--- config.mk ---
export PLATFORM = sky130hd
export DESIGN_NAME = sram_responder_flat
export DESIGN_NICKNAME = d
export VERILOG_FILES = /design/src/rtl/sram_responder_if.sv /design/src/rtl/sram_responder.sv /design/src/flat_wrapper.sv
export SDC_FILE = /design/constraint.sdc
export NUM_CORES = 1
export LEC_CHECK = 0
export ABC_AREA = 1
export CORE_UTILIZATION = 45
export DETAILED_ROUTE_END_ITERATION = 8
export HOLD_SLACK_MARGIN = 0.06
export PLACE_DENSITY = 0.84
export SLEW_MARGIN = 40
export SYNTH_ARGS = -nofsm -noshare
export SYNTH_HDL_FRONTEND = slang
export SYNTH_SLANG_ARGS = --single-unit
--- constraint.sdc ---
create_clock -name i_clk -period 2.05 [get_ports i_clk]
set_clock_uncertainty 0.15 [all_clocks]
set_input_delay 0.3075 -clock i_clk [delete_from_list [all_inputs] [get_ports i_clk]]
set_output_delay 0.3075 -clock i_clk [all_outputs]
set_load 0.02 [all_outputs]
--- src/rtl/sram_responder_if.sv ---
// Master-side bus between the arbiter and the SRAM responder.
interface sram_responder_if;
   localparam int unsigned ADDR_W = 16;
   localparam int unsigned DATA_W = 8;

   logic [ADDR_W-1:0] i_addr;
   logic [DATA_W-1:0] i_dat;
   logic [DATA_W-1:0] o_dat;
   logic              i_we;
   logic              i_cs;
   logic              o_ack;

   modport master (output i_addr, output i_dat, output i_we, output i_cs,
                   input  o_dat,  input  o_ack);
   modport slave  (input  i_addr, input  i_dat, input  i_we, input  i_cs,
                   output o_dat,  output o_ack);
endinterface

--- src/rtl/sram_responder.sv ---
// Bus responder sequencing each request into a setup/strobe/hold cycle on an
// asynchronous 8-bit SRAM, completed by a level acknowledge.
module sram_responder #(
   parameter int unsigned WAIT_CYCLES = 2
) (
   input  logic        i_clk,
   input  logic        i_reset,
   sram_responder_if.slave bus,
   output logic [15:0] o_sram_addr,
   output logic [7:0]  o_sram_dq,
   input  logic [7:0]  i_sram_dq,
   output logic        o_sram_dq_oe,
   output logic        o_sram_ce_n,
   output logic        o_sram_oe_n,
   output logic        o_sram_we_n
);

   localparam int unsigned ADDR_W = 16;
   localparam int unsigned DATA_W = 8;
   localparam int unsigned CNT_W  = 8;
   localparam logic [CNT_W-1:0] CNT_LOAD = CNT_W'(WAIT_CYCLES - 1);

   typedef enum logic [2:0] {
      S_IDLE,
      S_SETUP,
      S_ACCESS,
      S_HOLD,
      S_DONE
   } state_t;

   state_t            state_q, state_d;
   logic [CNT_W-1:0]  cnt_q, cnt_d;
   logic              we_q, we_d;
   logic [DATA_W-1:0] rd_dat_q, rd_dat_d;
   logic [ADDR_W-1:0] sram_addr_q, sram_addr_d;
   logic [DATA_W-1:0] sram_dq_q, sram_dq_d;
   logic              dq_oe_q, dq_oe_d;
   logic              ce_n_q, ce_n_d;
   logic              oe_n_q, oe_n_d;
   logic              we_n_q, we_n_d;
   logic              we_eff;
   logic              cyc_active;

   // State and pin registers; reset parks every strobe inactive at once.
   always_ff @(posedge i_clk or posedge i_reset) begin
      if (i_reset) begin
         state_q     <= S_IDLE;
         cnt_q       <= '0;
         we_q        <= 1'b0;
         rd_dat_q    <= '0;
         sram_addr_q <= '0;
         sram_dq_q   <= '0;
         dq_oe_q     <= 1'b0;
         ce_n_q      <= 1'b1;
         oe_n_q      <= 1'b1;
         we_n_q      <= 1'b1;
      end else begin
         state_q     <= state_d;
         cnt_q       <= cnt_d;
         we_q        <= we_d;
         rd_dat_q    <= rd_dat_d;
         sram_addr_q <= sram_addr_d;
         sram_dq_q   <= sram_dq_d;
         dq_oe_q     <= dq_oe_d;
         ce_n_q      <= ce_n_d;
         oe_n_q      <= oe_n_d;
         we_n_q      <= we_n_d;
      end
   end

   // Next state, request latching, and pin values decoded from the next state
   // so the registered pins line up with the phase they belong to.
   always_comb begin
      state_d     = state_q;
      cnt_d       = cnt_q;
      we_d        = we_q;
      rd_dat_d    = rd_dat_q;
      sram_addr_d = sram_addr_q;
      sram_dq_d   = sram_dq_q;
      we_eff      = we_q;

      case (state_q)
         S_IDLE: begin
            if (bus.i_cs) begin
               state_d     = S_SETUP;
               we_d        = bus.i_we;
               we_eff      = bus.i_we;
               sram_addr_d = bus.i_addr;
               cnt_d       = CNT_LOAD;
               if (bus.i_we) begin
                  sram_dq_d = bus.i_dat;
               end
            end
         end
         S_SETUP: begin
            state_d = S_ACCESS;
         end
         S_ACCESS: begin
            if (cnt_q == '0) begin
               state_d = S_HOLD;
               if (!we_q) begin
                  rd_dat_d = i_sram_dq;
               end
            end else begin
               cnt_d = cnt_q - CNT_W'(1);
            end
         end
         S_HOLD: begin
            state_d = S_DONE;
         end
         S_DONE: begin
            if (!bus.i_cs) begin
               state_d = S_IDLE;
            end
         end
         default: begin
            state_d = S_IDLE;
         end
      endcase

      cyc_active = (state_d == S_SETUP) || (state_d == S_ACCESS) || (state_d == S_HOLD);
      ce_n_d     = !cyc_active;
      oe_n_d     = !(!we_eff && ((state_d == S_SETUP) || (state_d == S_ACCESS)));
      we_n_d     = !(we_eff && (state_d == S_ACCESS));
      dq_oe_d    = we_eff && cyc_active;
   end

   // Ack is gated by the live request so a dropped cs never sees a stale ack.
   assign bus.o_ack    = (state_q == S_DONE) && bus.i_cs;
   assign bus.o_dat    = rd_dat_q;
   assign o_sram_addr  = sram_addr_q;
   assign o_sram_dq    = sram_dq_q;
   assign o_sram_dq_oe = dq_oe_q;
   assign o_sram_ce_n  = ce_n_q;
   assign o_sram_oe_n  = oe_n_q;
   assign o_sram_we_n  = we_n_q;

endmodule

--- src/flat_wrapper.sv ---
// flat-port wrapper written by rule: the top's interface ports become plain ports
module sram_responder_flat 
#(
   parameter int unsigned WAIT_CYCLES = 2
)
  (i_clk, i_reset, o_sram_addr, o_sram_dq, i_sram_dq, o_sram_dq_oe, o_sram_ce_n, o_sram_oe_n, o_sram_we_n, bus_i_addr, bus_i_dat, bus_i_we, bus_i_cs, bus_o_dat, bus_o_ack);
  sram_responder_if bus_i ();
  input  logic i_clk;
  input  logic i_reset;
  output logic [15:0] o_sram_addr;
  output logic [7:0] o_sram_dq;
  input  logic [7:0] i_sram_dq;
  output logic o_sram_dq_oe;
  output logic o_sram_ce_n;
  output logic o_sram_oe_n;
  output logic o_sram_we_n;
  input wire logic [$bits(bus_i.i_addr)-1:0] bus_i_addr;
  input wire logic [$bits(bus_i.i_dat)-1:0] bus_i_dat;
  input wire logic [$bits(bus_i.i_we)-1:0] bus_i_we;
  input wire logic [$bits(bus_i.i_cs)-1:0] bus_i_cs;
  output wire logic [$bits(bus_i.o_dat)-1:0] bus_o_dat;
  output wire logic [$bits(bus_i.o_ack)-1:0] bus_o_ack;
  assign bus_i.i_addr = bus_i_addr;
  assign bus_i.i_dat = bus_i_dat;
  assign bus_i.i_we = bus_i_we;
  assign bus_i.i_cs = bus_i_cs;
  assign bus_o_dat = bus_i.o_dat;
  assign bus_o_ack = bus_i.o_ack;
  sram_responder #(.WAIT_CYCLES(WAIT_CYCLES)) u_core (.i_clk(i_clk), .i_reset(i_reset), .bus(bus_i), .o_sram_addr(o_sram_addr), .o_sram_dq(o_sram_dq), .i_sram_dq(i_sram_dq), .o_sram_dq_oe(o_sram_dq_oe), .o_sram_ce_n(o_sram_ce_n), .o_sram_oe_n(o_sram_oe_n), .o_sram_we_n(o_sram_we_n));
endmodule
==> flow_metrics.py <==
metrics = {
    "critical_path": {
        "critPathKind": "flop to output pin",
        "cp_cell_sequence": "nor2_2, nand2_1, nor2_1, dlygate4sd2_1",
        "path_max_fanout": 3,
        "critPathCaptureType": "output pin",
        "r2r.worst_path.cells": 9,
        "crit_slowest_cell": "dfrtp_1",
        "startpoint_type": "flop",
        "path_buf_inv": 1,
        "cp.depth": 4,
        "r2r_start": "u_core.cnt_q[0]",
        "max_stage_delay_ns": 0.43,
        "crit_family": "flip-flops",
        "crit_required_ns": 1.59,
        "crit_arrival_ns": 1.41,
        "reg2reg_to": "u_core.bus.o_dat[6]",
        "ff2ff_setup_slack_ns": 0.20,
    },
    "layout": {
        "finalNetCount": 358,
        "finalNonFillerCells": 374,
        "diodes": 0,
        "fin_area_um2": 3020,
        "regArea_um2": 1200,
        "fin_util_pct": 67.5,
        "area_delta_synth_final_pct": 41.1,
        "drive_gt1_share_pct": 10.9,
        "multi_input_area_um2": 808,
        "num-fill-cells": 370,
    },
    "detailed_routing": {
        "first_iter_violations": 145,
        "first_pass_iters": 8,
        "vias": 1799,
        "via_per_inst": 4.81,
        "drt_wl_total_um": 4380,
        "ant_nets": 0,
        "wl_per_cell_um": 11.7,
        "drc_errors": 2,
    },
    "synth": {
        "avgSynthCellArea_um2": 8.77,
        "synth_nets": 281,
        "ys_seq_area_share_pct": 56.3,
        "syn_inst": 244,
        "synth_seq_cells": 48,
        "syn_area_um2": 2140,
        "yosysTopAreaCell": "dfrtp_1",
        "yosysTopAreaCellShare_pct": 52.6,
        "synth_cell_types": 28,
        "synth_area_leaders": "dfrtp_1 53%, nand2_1 18%, nand3_1 5.4%",
        "ys.warnings.count": 0,
    },
    "timing": {
        "worst_slew_pin_slew_ns": 0.349,
        "setup_viol": 0,
        "maxSlewHeadroom_pct": 76.7,
        "rsz0062_at_grt": "false",
        "finalSetupTns_ns": 0,
        "period_needed_ns": 1.87,
        "drv_slew": 0,
        "fmax_mhz": 535,
        "hold_violations": 0,
        "min_period_over_period_pct": 91.1,
    },
    "clock_network": {
        "clk_latency_ns": 0.29,
        "clockRootBuffer": "clkbuf_8",
        "cts.sinks": 48,
        "cts_max_level": 2,
        "clk_path_buf_depth": 2,
        "cts.clk_slew.worst_paths_ns": 0.09,
        "cts_setup_buffers": 0,
        "cts_tree": "yes",
        "numCtsBuffers": 5,
    },
    "placement": {
        "place_area_um2": 2930,
        "dpl.cell_count": 366,
        "place_congestion": 0.863,
        "io_buffers": 72,
        "dp_hpwl_um": 3230,
    },
    "die": {
        "core_area_um2": 4470,
        "die_w_um": 71.0,
        "dieArea_um2": 5030,
        "die_h_um": 71.0,
        "ios": 73,
        "rows": 24,
        "start_util_pct": 47.8,
    },
    "power_and_ir_drop": {
        "peakVddDrop_v": 0.00101,
        "p_leak_uw": 0.00150,
        "power_density_nw_per_um2": 1550,
    },
    "global_route": {
        "grt-ovfl-total": 0,
        "grt_start_max_net_pins": 34,
        "antenna_found_initial": 0,
        "grt_pass1_vias": 1718,
        "track_usage_pct": 19.2,
        "grt_pass1_wl_um": 7640,
    },
    "outcome": {
        "status": "complete, but fails checks",
        "violations": "design-rule violations",
    },
    "hold_path": {
        "hp-class": "primary input to asynchronous set/reset pin",
    },
    "flow_run": {
        "maxCapViolations": 0,
    },
}
==> report_power, final <==
| group | switching [uW] | internal [uW] |
|---|---|---|
| Combinational | 1450 | 1040 |
| Clock | 303 | 274 |
| Sequential | 245 | 1380 |
| Total | 2000 | 2690 |
==> kinds of logic after synthesis <==
logic type	count (synthesis)	synth area share, %
compound gates	11	3.51
xor+xnor	2	0.819
fa+ha+maj	1	0.585
buf+inv	28	5.91
flops	48	56.3
simple gates	154	32.9
==> timing repair <==
item | 4_1_cts | 5_1_grt
endpoints found under the setup margin | 1 | 0
hold buffers | 0 | 0
gates resized for setup | 1 | 0
==> per-layer routing <==
layer | GRT usage [%] | up-vias | wire length, um
met5 | 0 | - | 0
met4 | 5.33 | 0 | 42
met3 | 4.70 | 5 | 255
met2 | 32.5 | 58 | 2080
met1 | 24.6 | 823 | 2000
li1 | - | 913 | -
==> synthesized netlist by cell type (all sizes together) <==
cell	number
ha	1
xor2	2
nor2	16
inv	21
dfstp	3
nand3	26
nand4	2
clkbuf	1
o22ai	1
nand2	108
nor3	2
o21ai	10
clkinv	1
buf	5
dfrtp	45
==> metrics by stage <==
| step | hold WS (ns) | setup slack, ns | total power (uW) |
|---|---|---|---|
| floorplan | 0.267 | 0.417 | 3190 |
| detailed placement | 0.308 | 0.0397 | 4140 |
| CTS | 0.154 | 0.177 | 4720 |
| global route | 0.163 | 0.0890 | 5030 |
| finish | 0.140 | 0.182 | 4690 |
| global placement | 0.304 | 0.0421 | 4080 |
==> final cells by class <==
type                    instances  share of cell area (%)
clock buffers                   7                    2.86
well taps                      52                    2.15
repair buffers                 76                    25.2
flip-flops and latches         48                    39.9
inverters                      22                    2.82
multi-input cells             168                    26.8
clock inverters                 1                   0.249
==> worst max path at each step <==
stage | slack [ns] | start | end
floorplan | 0.42 | u_core.cnt_q[0] | u_core.bus.o_dat[4]
global placement | 0.04 | bus_i_cs | bus_o_ack
detailed placement | 0.04 | bus_i_cs | bus_o_ack
CTS | 0.18 | u_core.state_q[1] | bus_o_ack
global route | 0.09 | u_core.cnt_q[0] | u_core.bus.o_dat[6]
finish | 0.18 | u_core.state_q[1] | bus_o_ack
==> placed cells by master (no fill, tap or decap), drive strengths merged <==
master | netlist | routed
clkdlybuf4s50 | 0 | 71
dlygate4sd2 | 0 | 1
nor2 | 16 | 16
nand3 | 26 | 26
clkinvlp | 0 | 1
dfstp | 3 | 3
o22ai | 1 | 1
o21ai | 10 | 10
clkbuf | 1 | 7
clkinv | 1 | 1
nor3 | 2 | 2
ha | 1 | 1
nand4 | 2 | 2
inv | 21 | 21
dfrtp | 45 | 45
xor2 | 2 | 2
buf | 5 | 4
nand2 | 108 | 108
==> registers in the layout, summed over array words and instances, names as in the netlist <==
register,cells
u_core.o_sram_addr,16
u_core.bus.o_dat,8
u_core.cnt_q,8
u_core.o_sram_dq,8
u_core.state_q,3
u_core.o_sram_ce_n,1
u_core.o_sram_dq_oe,1
u_core.o_sram_oe_n,1
u_core.o_sram_we_n,1
u_core.we_q,1
==> worst register-to-register path, cell delays in order, from the launching register on <==
cell,delay (ns)
dfrtp_1,0.40
inv_1,0.11
ha_1,0.26
inv_2,0.07
nor3_4,0.18
nand2_2,0.14
nor2_8,0.19
nand2_4,0.10
nand2_1,0.08
nand2_1,0.05
Power figures use the tool's default switching activity.
